==> src/rtl/dispatcher_if.sv <==
// Word type shared by the datapath and the FIFO interface the dispatcher pops from.
// dat_out is first-word-fall-through: the head entry is visible whenever empty is low.
package dispatcher_pkg;
    parameter int WORD_W = 16;
    typedef logic [WORD_W-1:0] word_t;
endpackage

interface FIFO_if #(
    parameter int BW = 2
);
    import dispatcher_pkg::*;

    logic  pop;
    word_t dat_out [0:BW-1];
    logic  empty;

    modport master (output pop, input dat_out, input empty);
    modport slave  (input pop, output dat_out, output empty);
endinterface

==> src/rtl/dispatcher.sv <==
// Loads A (MxN) and B (NxK) from the input FIFO, then streams them skewed into the
// systolic array edges. Build option DISPATCH_BTRANS_EN: B arrives column-major.
module dispatcher
    import dispatcher_pkg::*;
#(
    parameter int M  = 2,
    parameter int N  = 2,
    parameter int K  = 2,
    parameter int BW = 2
) (
    input  logic          clk,
    input  logic          rst,
    FIFO_if.master        in_fifo_if,
    input  logic          start,
    output word_t         a_in [0:M-1],
    output logic [0:M-1]  a_vld,
    output word_t         b_in [0:K-1],
    output logic [0:K-1]  b_vld,
    output logic          busy,
    output logic          done_dispatch
);

    localparam int MN      = M * N;
    localparam int NK      = N * K;
    localparam int BUF_MAX = (MN > NK) ? MN : NK;
    localparam int MK_MAX  = (M > K) ? M : K;
    localparam int T       = N + MK_MAX - 1;
    localparam int PW      = $clog2(BUF_MAX) + 1;
    localparam int TW      = $clog2(T) + 1;
    localparam int AW      = (MN > 1) ? $clog2(MN) : 1;
    localparam int BBW     = (NK > 1) ? $clog2(NK) : 1;

    localparam logic [PW-1:0] PTR_ZERO = {PW{1'b0}};
    localparam logic [PW-1:0] PTR_STEP = PW'(BW);
    localparam logic [PW-1:0] A_LAST   = PW'(MN - BW);
    localparam logic [PW-1:0] B_LAST   = PW'(NK - BW);
    localparam logic [TW-1:0] T_ZERO   = {TW{1'b0}};
    localparam logic [TW-1:0] T_ONE    = TW'(1);
    localparam logic [TW-1:0] T_LAST   = TW'(T - 1);
    localparam word_t         WORD_ZERO = {WORD_W{1'b0}};

    typedef enum logic [2:0] {
        S_IDLE   = 3'd0,
        S_LOAD_A = 3'd1,
        S_LOAD_B = 3'd2,
        S_STREAM = 3'd3,
        S_DONE   = 3'd4
    } state_t;

    state_t        state_q, state_d;
    logic [PW-1:0] ptr_q, ptr_d;
    logic [TW-1:0] t_q, t_d;
    logic          pop_s;

    word_t a_buf_q [0:MN-1];
    word_t b_buf_q [0:NK-1];

    // A is always row-major: the incoming flat position is the buffer index.
    function automatic logic [AW-1:0] a_wr_idx(input logic [PW-1:0] p, input int w);
        return AW'(int'(p) + w);
    endfunction

    // The B buffer is always row-major (n*K + j) so the stream path never changes.
    function automatic logic [BBW-1:0] b_wr_idx(input logic [PW-1:0] p, input int w);
        int f;
        f = int'(p) + w;
`ifdef DISPATCH_BTRANS_EN
        return BBW'((f % N) * K + (f / N));
`else
        return BBW'(f);
`endif
    endfunction

    function automatic logic skew_hit(input logic [TW-1:0] t, input int lane);
        return (int'(t) >= lane) && ((int'(t) - lane) < N);
    endfunction

    function automatic logic [AW-1:0] a_rd_idx(input logic [TW-1:0] t, input int i);
        return AW'(i * N + (int'(t) - i));
    endfunction

    function automatic logic [BBW-1:0] b_rd_idx(input logic [TW-1:0] t, input int j);
        return BBW'((int'(t) - j) * K + j);
    endfunction

    assign in_fifo_if.pop = pop_s;

    // State and counter registers.
    always_ff @(posedge clk or posedge rst) begin
        if (rst) begin
            state_q <= S_IDLE;
            ptr_q   <= PTR_ZERO;
            t_q     <= T_ZERO;
        end else begin
            state_q <= state_d;
            ptr_q   <= ptr_d;
            t_q     <= t_d;
        end
    end

    // Operand buffers capture every popped FIFO entry; their contents need no reset.
    always_ff @(posedge clk) begin
        if (pop_s && (state_q == S_LOAD_A)) begin
            for (int w = 0; w < BW; w++) begin
                a_buf_q[a_wr_idx(ptr_q, w)] <= in_fifo_if.dat_out[w];
            end
        end else if (pop_s && (state_q == S_LOAD_B)) begin
            for (int w = 0; w < BW; w++) begin
                b_buf_q[b_wr_idx(ptr_q, w)] <= in_fifo_if.dat_out[w];
            end
        end
    end

    // Next-state logic; pop follows !empty while loading, so an empty FIFO simply stalls.
    always_comb begin
        state_d = state_q;
        ptr_d   = ptr_q;
        t_d     = t_q;
        pop_s   = 1'b0;
        case (state_q)
            S_IDLE, S_DONE: begin
                if (start) begin
                    state_d = S_LOAD_A;
                    ptr_d   = PTR_ZERO;
                    t_d     = T_ZERO;
                end else begin
                    state_d = state_q;
                end
            end
            S_LOAD_A: begin
                if (!in_fifo_if.empty) begin
                    pop_s = 1'b1;
                    if (ptr_q == A_LAST) begin
                        ptr_d   = PTR_ZERO;
                        state_d = S_LOAD_B;
                    end else begin
                        ptr_d = ptr_q + PTR_STEP;
                    end
                end else begin
                    pop_s = 1'b0;
                end
            end
            S_LOAD_B: begin
                if (!in_fifo_if.empty) begin
                    pop_s = 1'b1;
                    if (ptr_q == B_LAST) begin
                        ptr_d   = PTR_ZERO;
                        t_d     = T_ZERO;
                        state_d = S_STREAM;
                    end else begin
                        ptr_d = ptr_q + PTR_STEP;
                    end
                end else begin
                    pop_s = 1'b0;
                end
            end
            S_STREAM: begin
                if (t_q == T_LAST) begin
                    t_d     = T_ZERO;
                    state_d = S_DONE;
                end else begin
                    t_d = t_q + T_ONE;
                end
            end
            default: begin
                state_d = S_IDLE;
                ptr_d   = PTR_ZERO;
                t_d     = T_ZERO;
            end
        endcase
    end

    // Skewed edge operands: row i / column j enters at t = i / j; slots outside the
    // window never touch the buffers.
    always_comb begin
        for (int i = 0; i < M; i++) begin
            a_in[i]  = WORD_ZERO;
            a_vld[i] = 1'b0;
        end
        for (int j = 0; j < K; j++) begin
            b_in[j]  = WORD_ZERO;
            b_vld[j] = 1'b0;
        end
        if (state_q == S_STREAM) begin
            for (int i = 0; i < M; i++) begin
                if (skew_hit(t_q, i)) begin
                    a_vld[i] = 1'b1;
                    a_in[i]  = a_buf_q[a_rd_idx(t_q, i)];
                end else begin
                    a_vld[i] = 1'b0;
                    a_in[i]  = WORD_ZERO;
                end
            end
            for (int j = 0; j < K; j++) begin
                if (skew_hit(t_q, j)) begin
                    b_vld[j] = 1'b1;
                    b_in[j]  = b_buf_q[b_rd_idx(t_q, j)];
                end else begin
                    b_vld[j] = 1'b0;
                    b_in[j]  = WORD_ZERO;
                end
            end
        end else begin
            a_vld = {M{1'b0}};
            b_vld = {K{1'b0}};
        end
    end

    // Status flags decode directly from the state register.
    always_comb begin
        busy          = 1'b0;
        done_dispatch = 1'b0;
        case (state_q)
            S_LOAD_A, S_LOAD_B, S_STREAM: busy = 1'b1;
            S_DONE:                       done_dispatch = 1'b1;
            S_IDLE:                       busy = 1'b0;
            default: begin
                busy          = 1'b0;
                done_dispatch = 1'b0;
            end
        endcase
    end

endmodule
==> src/flat_wrapper.sv <==
// flat-port wrapper written by rule: the top's interface ports become plain ports
module dispatcher_flat import dispatcher_pkg::*;
#(
    parameter int M  = 2,
    parameter int N  = 2,
    parameter int K  = 2,
    parameter int BW = 2
)
  (clk, rst, start, a_in, a_vld, b_in, b_vld, busy, done_dispatch, in_fifo_if_pop, in_fifo_if_dat_out, in_fifo_if_empty);
  FIFO_if #(.BW(BW)) in_fifo_if_i ();
  input  logic clk;
  input  logic rst;
  input  logic start;
  output word_t a_in[0:M-1];
  output logic [0:M-1] a_vld;
  output word_t b_in[0:K-1];
  output logic [0:K-1] b_vld;
  output logic busy;
  output logic done_dispatch;
  output wire logic [$bits(in_fifo_if_i.pop)-1:0] in_fifo_if_pop;
  input wire logic [$bits(in_fifo_if_i.dat_out)-1:0] in_fifo_if_dat_out;
  input wire logic [$bits(in_fifo_if_i.empty)-1:0] in_fifo_if_empty;
  assign in_fifo_if_pop = in_fifo_if_i.pop;
  assign in_fifo_if_i.dat_out = {>>{in_fifo_if_dat_out}};
  assign in_fifo_if_i.empty = in_fifo_if_empty;
  dispatcher #(.M(M), .N(N), .K(K), .BW(BW)) u_core (.clk(clk), .rst(rst), .in_fifo_if(in_fifo_if_i), .start(start), .a_in(a_in), .a_vld(a_vld), .b_in(b_in), .b_vld(b_vld), .busy(busy), .done_dispatch(done_dispatch));
endmodule
==> config.mk <==
export PLATFORM = sky130hd
export DESIGN_NAME = dispatcher_flat
export DESIGN_NICKNAME = d
export VERILOG_FILES = /design/src/rtl/dispatcher_if.sv /design/src/rtl/dispatcher.sv /design/src/flat_wrapper.sv
export SDC_FILE = /design/constraint.sdc
export NUM_CORES = 1
export LEC_CHECK = 0
export BUFFER_PORTS_ARGS = -buffer_cell sky130_fd_sc_hd__buf_2
export CORE_MARGIN = 5
export CORE_UTILIZATION = 36
export CTS_BUF_LIST = sky130_fd_sc_hd__clkbuf_8 sky130_fd_sc_hd__clkbuf_16
export CTS_CLUSTER_SIZE = 30
export DETAILED_ROUTE_END_ITERATION = 8
export SETUP_SLACK_MARGIN = 0.3
export SYNTH_ARGS = -nofsm -noshare
export SYNTH_HDL_FRONTEND = slang
export SYNTH_SLANG_ARGS = --single-unit
==> constraint.sdc <==
create_clock -name clk -period 7.65 [get_ports clk]
set_clock_uncertainty 0.1 [all_clocks]
set_input_delay 2.295 -clock clk [delete_from_list [all_inputs] [get_ports clk]]
set_output_delay 2.295 -clock clk [all_outputs]
set_load 0.02 [all_outputs]
==> results by group, run 1 <==
Drt
  – Final WL: 15440 um
  – Iteration-0 DRC count of the detailed router: 195
  – DR WL/cell: 19.77 um
  – Residual DRC count: 0
  – Via count: 3851
  – Vias per cell: 4.931
  – Initial DRT Pass Iterations: 5
  – Post-route antenna net violation count: 0

Synth
  – Number of synthesized flops with an enable pin: 128
  – Syn Std Cell Area: 0.006833 mm^2
  – Area leader, netlist: edfxtp_1
  – Most common flop cell mapped by yosys: edfxtp_1
  – Fraction of the yosys area taken by sequential cells: 59.18%
  – Synth top area cells: edfxtp_1 (56%), mux2_2 (7.9%), mux2i_1 (7.2%), mux4_2 (5.3%), clkbuf_1 (4.4%)
  – Syn_nets: 536
  – Most instantiated library cell after synthesis: edfxtp_1
  – Yosys reg bits: 136
  – Synth cell types: 42
  – Mapped Cells: 493
  – Ys async rst share: 5.882%
  – Yosys Warn Count: 0
  – Top cells by count, synth: edfxtp_1 (128), clkbuf_1 (80), nor2_1 (54), mux2i_1 (49), mux2_2 (48)
  – Post-synth top area share: 56.25%
  – Avg Inst Size Synth: 13.86 um^2

Status
  – Status: completed

Power
  – Leak: 3.100 nW
  – Pwr Density: 358.3 mW/mm^2
  – VDD IR-drop max: 0.0001736 V

Floorplan
  – I/O Pins: 107
  – Initial core utilization: 36.53%
  – Die area: 0.02183 mm^2
  – Die Span X: 147.8 um
  – CORE AREA: 0.01871 mm^2
  – Site Rows: 50
  – Die Y-Extent: 147.8 um

STA
  – Final setup vio count: 0
  – Worst-Margin Slew: 0.8418 ns
  – Max Clock Freq: 0.1892 GHz
  – Fin crit period: 5.286 ns
  – Slew HR: 43.82%
  – Hold slack: 0.4838 ns
  – Final hold violations: 0
  – Pins over their slew limit: 0
  – TNS Setup: 0 ns
  – RSZ-0062 raised after global routing: false
  – Period Utilization, post-route: 69.10%

Critical path
  – Reg-to-reg critical path endpoint: u_core.b_buf_q[3][3]
  – CP Max Fanout: 33
  – Reg2reg start: u_core.state_q[1]
  – Critical Path End Type: output port
  – CP cell instances: inv_1 -> ha_1 -> buf_4 -> a32oi_1 -> or3_1 -> buf_4 -> nor2b_1 -> buf_2
  – Crit path DAT: 2.89 ns
  – Worst reg2reg setup slack: 4.91 ns
  – CP Class: reg2out
  – Worst path most repeated cell: buf_4
  – R2R depth: 4
  – Crit path largest cell delay: 0.66 ns
  – CP startpoint kind: flip-flop
  – Critical path's slowest cell: dfrtp_4
  – CP required: 5.26 ns

Clock tree
  – Clock Latency Late Sink: 0.42 ns
  – CTS buffer count: 17
  – Htree depth: 4
  – Buffer count from post-CTS setup fixing: 0
  – Root buffer cell: clkbuf_16
  – Post-CTS sizing: 0
  – Clock transition at the registers of the reported paths: 0.06 ns
  – Hold buffers post-CTS: 0
  – Clk sinks: 136
  – CTS tree: yes
  – CTS Buffer Depth: 2

Finish
  – Fillers: 1745
  – Layout Utilization: 42.43%
  – Layout Nets: 577
  – Share of layout cells above drive strength 1: 42.41%
  – Area growth syn-to-layout: 16.15%
  – Inserted Diodes: 0

Global route
  – Remaining global-route overflow: 0
  – Initial antenna violation count: 3
  – Number of global-route vias before repair: 4186
  – Gr usage total: 14.39%
  – First-pass GRT wire length: 23540 um
  – Pin count of the biggest net entering global routing: 49

Run
  – Total of max-cap violations: 0

Min path
  – Hold Crit Depth: 2
  – HP Class: reg2reg
  – Worst min-delay path endpoint: u_core.ptr_q[2]
  – HP Start: u_core.ptr_q[2]

Placement
  – DP HPWL: 10290 um
  – # port buffers: 106
  – Routability cong.: 0.7738
[area by class of cell]
class	instances	area, um^2	area share, %
sequential	136	4048	51.00
multi-input combinational	247	2344	29.53
timing repair buffer	116	605.6	7.630
clock buffer	17	425.4	5.360
tap	234	292.8	3.689
clock inverter	15	161.4	2.034
inverter	16	60.06	0.7567
[routing by layer]
| layer | global-route usage, % | part of all wire [%] |
|---|---|---|
| met3 | 4.353 | 6.3 |
| met1 | 16.92 | 41 |
| met2 | 25.65 | 51 |
| met4 | 3.774 | 1.1 |
| met5 | 0 | 0.20 |
[critical path: cells and delay by family (launching register included)]
| kind | cells | cell delay, ns |
|---|---|---|
| AO/OA/AOI/OAI | 1 | 0.09 |
| adder cells (fa/ha/maj) | 1 | 0.30 |
| buffers and inverters | 4 | 0.93 |
| flip-flops | 1 | 0.66 |
| AND/OR/NAND/NOR | 2 | 0.48 |
[how the worst max path moves through the flow]
stage                          start  depth (start not counted)  slack [ns]        endpoint
finish                 u_core.t_q[0]                          8        2.36        a_in[11]
global route           u_core.t_q[0]                          8        2.13         b_in[9]
CTS                    u_core.t_q[0]                          8        2.31        a_in[11]
detailed placement  in_fifo_if_empty                          3        2.49  in_fifo_if_pop
global placement    in_fifo_if_empty                          3        2.49  in_fifo_if_pop
floorplan           in_fifo_if_empty                          2        2.41  in_fifo_if_pop
[through the flow]
step                      total power, mW  worst slack [ns]  cell area, um^2  cells
after floorplan                     1.783             2.413             6833    493
after global placement              2.056             2.494             7350    749
after detailed placement            2.075             2.491             7350    749
after CTS                           2.884             2.305             7936    781
after global routing                2.996             2.126             7936    781
final                               2.843             2.364             7936    781
[placed cells by master (no fill, tap or decap), types with 5 or more instances in the layout]
master      synthesis  final
edfxtp_1          128    128
buf_2               6    106
nor2_1             54     54
mux2i_1            49     49
mux2_2             48     48
inv_1              15     17
nor2b_1            17     17
clkbuf_16           0     17
mux4_2             16     16
mux2_4             16     16
buf_4               4     10
ha_1                7      7
dfrtp_1             8      7
clkinvlp_4          0      5
[kinds of logic (layout without fill, tap and decap cells)]
family	Yosys count	in the layout	synth area share [%]
AOI/OAI and AO/OA	17	17	1.758
adders and majority gates	7	7	1.282
buffers and inverters	110	164	6.702
muxes	130	130	24.04
and+or+nand+nor	93	93	7.032
DFF	136	136	59.18
[where the power goes]
group          internal [mW]  switching (mW)
registers              0.941          0.0845
logic                  0.433           0.577
clock network          0.506           0.301
total                   1.88           0.963
[sequential cells by signal, summed over array words and instances (netlist names)]
name and flops:
u_core.a_buf_q 64, u_core.b_buf_q 64, u_core.t_q 3, u_core.state_q 3, u_core.ptr_q 2
No activity file was read; power rests on OpenSTA's default activity.
==> run 2, diff against run 1 <==
==> constraint.sdc (replaced) <==
create_clock -name clk -period 4.74 [get_ports clk]
set_clock_uncertainty 0.1 [all_clocks]
set_input_delay 1.422 -clock clk [delete_from_list [all_inputs] [get_ports clk]]
set_output_delay 1.422 -clock clk [all_outputs]
set_load 0.02 [all_outputs]
==> results by group, run 2 (same netlist as run 1, synthesis figures left out) <==
Finish
  – Inserted Diodes: 0 (unchanged)
  – Seq. cell area: 0.004048 mm^2 (unchanged)
  – Cell Count, Final, Fillers Out: 783 (was 781)
  – Share of layout cells above drive strength 1: 42.99% (was 42.41%)
  – Fillers: 1688 (was 1745)
  – Commonest cells after routing, fill and taps aside: edfxtp_1 (128), buf_2 (106), nor2_1 (54) (unchanged)
  – Post-route cell area: 0.007963 mm^2 (was 0.007936 mm^2)
  – Layout Utilization: 42.57% (was 42.43%)
  – Biggest regs: u_core.a_buf_q x64, u_core.b_buf_q x64 (unchanged)
  – Most common cell after layout, fill and taps aside: edfxtp_1 (unchanged)
  – Area of the multi-input gates: 0.002344 mm^2 (unchanged)
  – Layout Nets: 579 (was 577)
  – Area growth syn-to-layout: 16.54% (was 16.15%)

STA
  – Final setup vio count: 0 (unchanged)
  – Slew HR: 47.71% (was 43.82%)
  – Final hold violations: 0 (unchanged)
  – Hold slack: 0.4674 ns (was 0.4838 ns)
  – Fin worst setup slack: 0.5935 ns (was 2.364 ns)
  – Pins over their slew limit: 0 (unchanged)
  – Worst-Margin Slew: 0.7834 ns (was 0.8418 ns)
  – Fin crit period: 4.146 ns
  – RSZ-0062 raised after global routing: false (unchanged)
  – TNS Setup: 0 ns (unchanged)
  – Period Utilization, post-route: 87.48%
  – Max Clock Freq: 0.2412 GHz

Clock tree
  – CTS tree: yes (unchanged)
  – Clock Latency Late Sink: 0.42 ns (about the same)
  – Htree depth: 4 (unchanged)
  – Clock transition at the registers of the reported paths: 0.06 ns (about the same)
  – Root buffer cell: clkbuf_16 (unchanged)
  – Buffer count from post-CTS setup fixing: 0 (unchanged)
  – Clk sinks: 136 (unchanged)
  – Hold buffers post-CTS: 0 (unchanged)
  – CTS buffer count: 17 (unchanged)
  – Post-CTS sizing: 0 (unchanged)
  – CTS Buffer Depth: 2 (unchanged)

Floorplan
  – CORE AREA: 0.01871 mm^2 (unchanged)
  – Site Rows: 50 (unchanged)
  – Die Span X: 147.8 um (unchanged)
  – Die area: 0.02183 mm^2 (unchanged)
  – Die Y-Extent: 147.8 um (unchanged)
  – Initial core utilization: 36.53% (unchanged)
  – I/O Pins: 107 (unchanged)

Critical path
  – CP Class: reg2out (unchanged)
  – CP startpoint kind: flip-flop (unchanged)
  – CP required: 3.22 ns (was 5.26 ns)
  – Crit path DAT: 2.62 ns (was 2.89 ns)
  – CP Max Fanout: 39 (was 33)
  – Critical Path End Type: output port (unchanged)

Placement
  – Cell count after placement: 751 (was 749)
  – DP HPWL: 10690 um (was 10290 um)
  – Post-Place Setup Slack: 1.016 ns (was 2.491 ns)
  – Routability cong.: 0.7581 (was 0.7738)
  – Placed Area: 0.007365 mm^2 (was 0.007350 mm^2)
  – # port buffers: 106 (unchanged)

Drt
  – Post-route antenna net violation count: 0 (unchanged)
  – Final WL: 15460 um (was 15440 um)
  – DR WL/cell: 19.74 um (was 19.77 um)
  – Vias per cell: 4.997 (was 4.931)
  – Residual DRC count: 0 (unchanged)
  – Via count: 3913 (was 3851)
  – Iteration-0 DRC count of the detailed router: 218 (was 195)
  – Initial DRT Pass Iterations: 4 (was 5)

Global route
  – First-pass GRT wire length: 23830 um (was 23540 um)
  – Remaining global-route overflow: 0 (unchanged)
  – Initial antenna violation count: 1 (was 3)
  – Gr usage total: 14.62% (was 14.39%)
  – Number of global-route vias before repair: 4167 (was 4186)
  – Pin count of the biggest net entering global routing: 40 (was 49)

Power
  – Design Power: 4.622 mW (was 2.843 mW)
  – Pwr Density: 580.4 mW/mm^2 (was 358.3 mW/mm^2)
  – VDD IR-drop max: 0.0002843 V (was 0.0001736 V)
  – Leak: 3.112 nW (was 3.100 nW)

Min path
  – HP Class: reg2reg (unchanged)

Run
  – Total of max-cap violations: 0 (unchanged)

Status
  – Status: completed (unchanged)
-- run 2: cell types whose count changed in the layout (fill, tap and decap cells not counted), sizes merged --
cell	before	now
buf	116	118
clkinv	4	5
clkinvlp	5	4
-- run 2: worst paths after layout --
check,startpoint,cells past startpoint,slack (ns),endpoint
setup / recovery,u_core.t_q[0],5,0.59,a_in[11]
hold / removal,u_core.ptr_q[2],2,0.47,u_core.ptr_q[2]
setup reg to reg,u_core.state_q[0],3,2.02,u_core.a_buf_q[2][10]
hold reg to reg,u_core.ptr_q[2],2,0.47,u_core.ptr_q[2]
max in group asynchronous,rst,2,3.42,u_core.t_q[0]
min in group asynchronous,rst,2,0.84,u_core.state_q[0]
-- run 2: cell type report --
type | count | area share, %
Clock buffer | 17 | 5.343
Timing Repair Buffer | 118 | 7.794
Multi-Input combinational cell | 247 | 29.43
Sequential cell | 136 | 50.83
Tap cell | 234 | 3.677
Inverter | 16 | 0.7542
Clock inverter | 15 | 2.168
-- run 2: metal layers --
metal  wire length, um  track usage [%]  vias to the layer above
met4               195            4.520                        2
met2              7729            24.39                      108
met3               957            4.629                       18
met1              6568            18.21                     1955
met5                 7                0                        -
li1                  -                -                     1830
-- run 2: worst max-delay path, stage by stage (launching register included) --
cell and delay [ns]:
dfrtp_4 0.40, buf_4 0.42, buf_4 0.63, mux4_2 0.41, nor2b_1 0.15, buf_2 0.16
-- run 2: power breakdown --
group | internal (mW) | switching, mW
logic | 0.707 | 0.951
registers | 1.52 | 0.110
clock network | 0.825 | 0.509
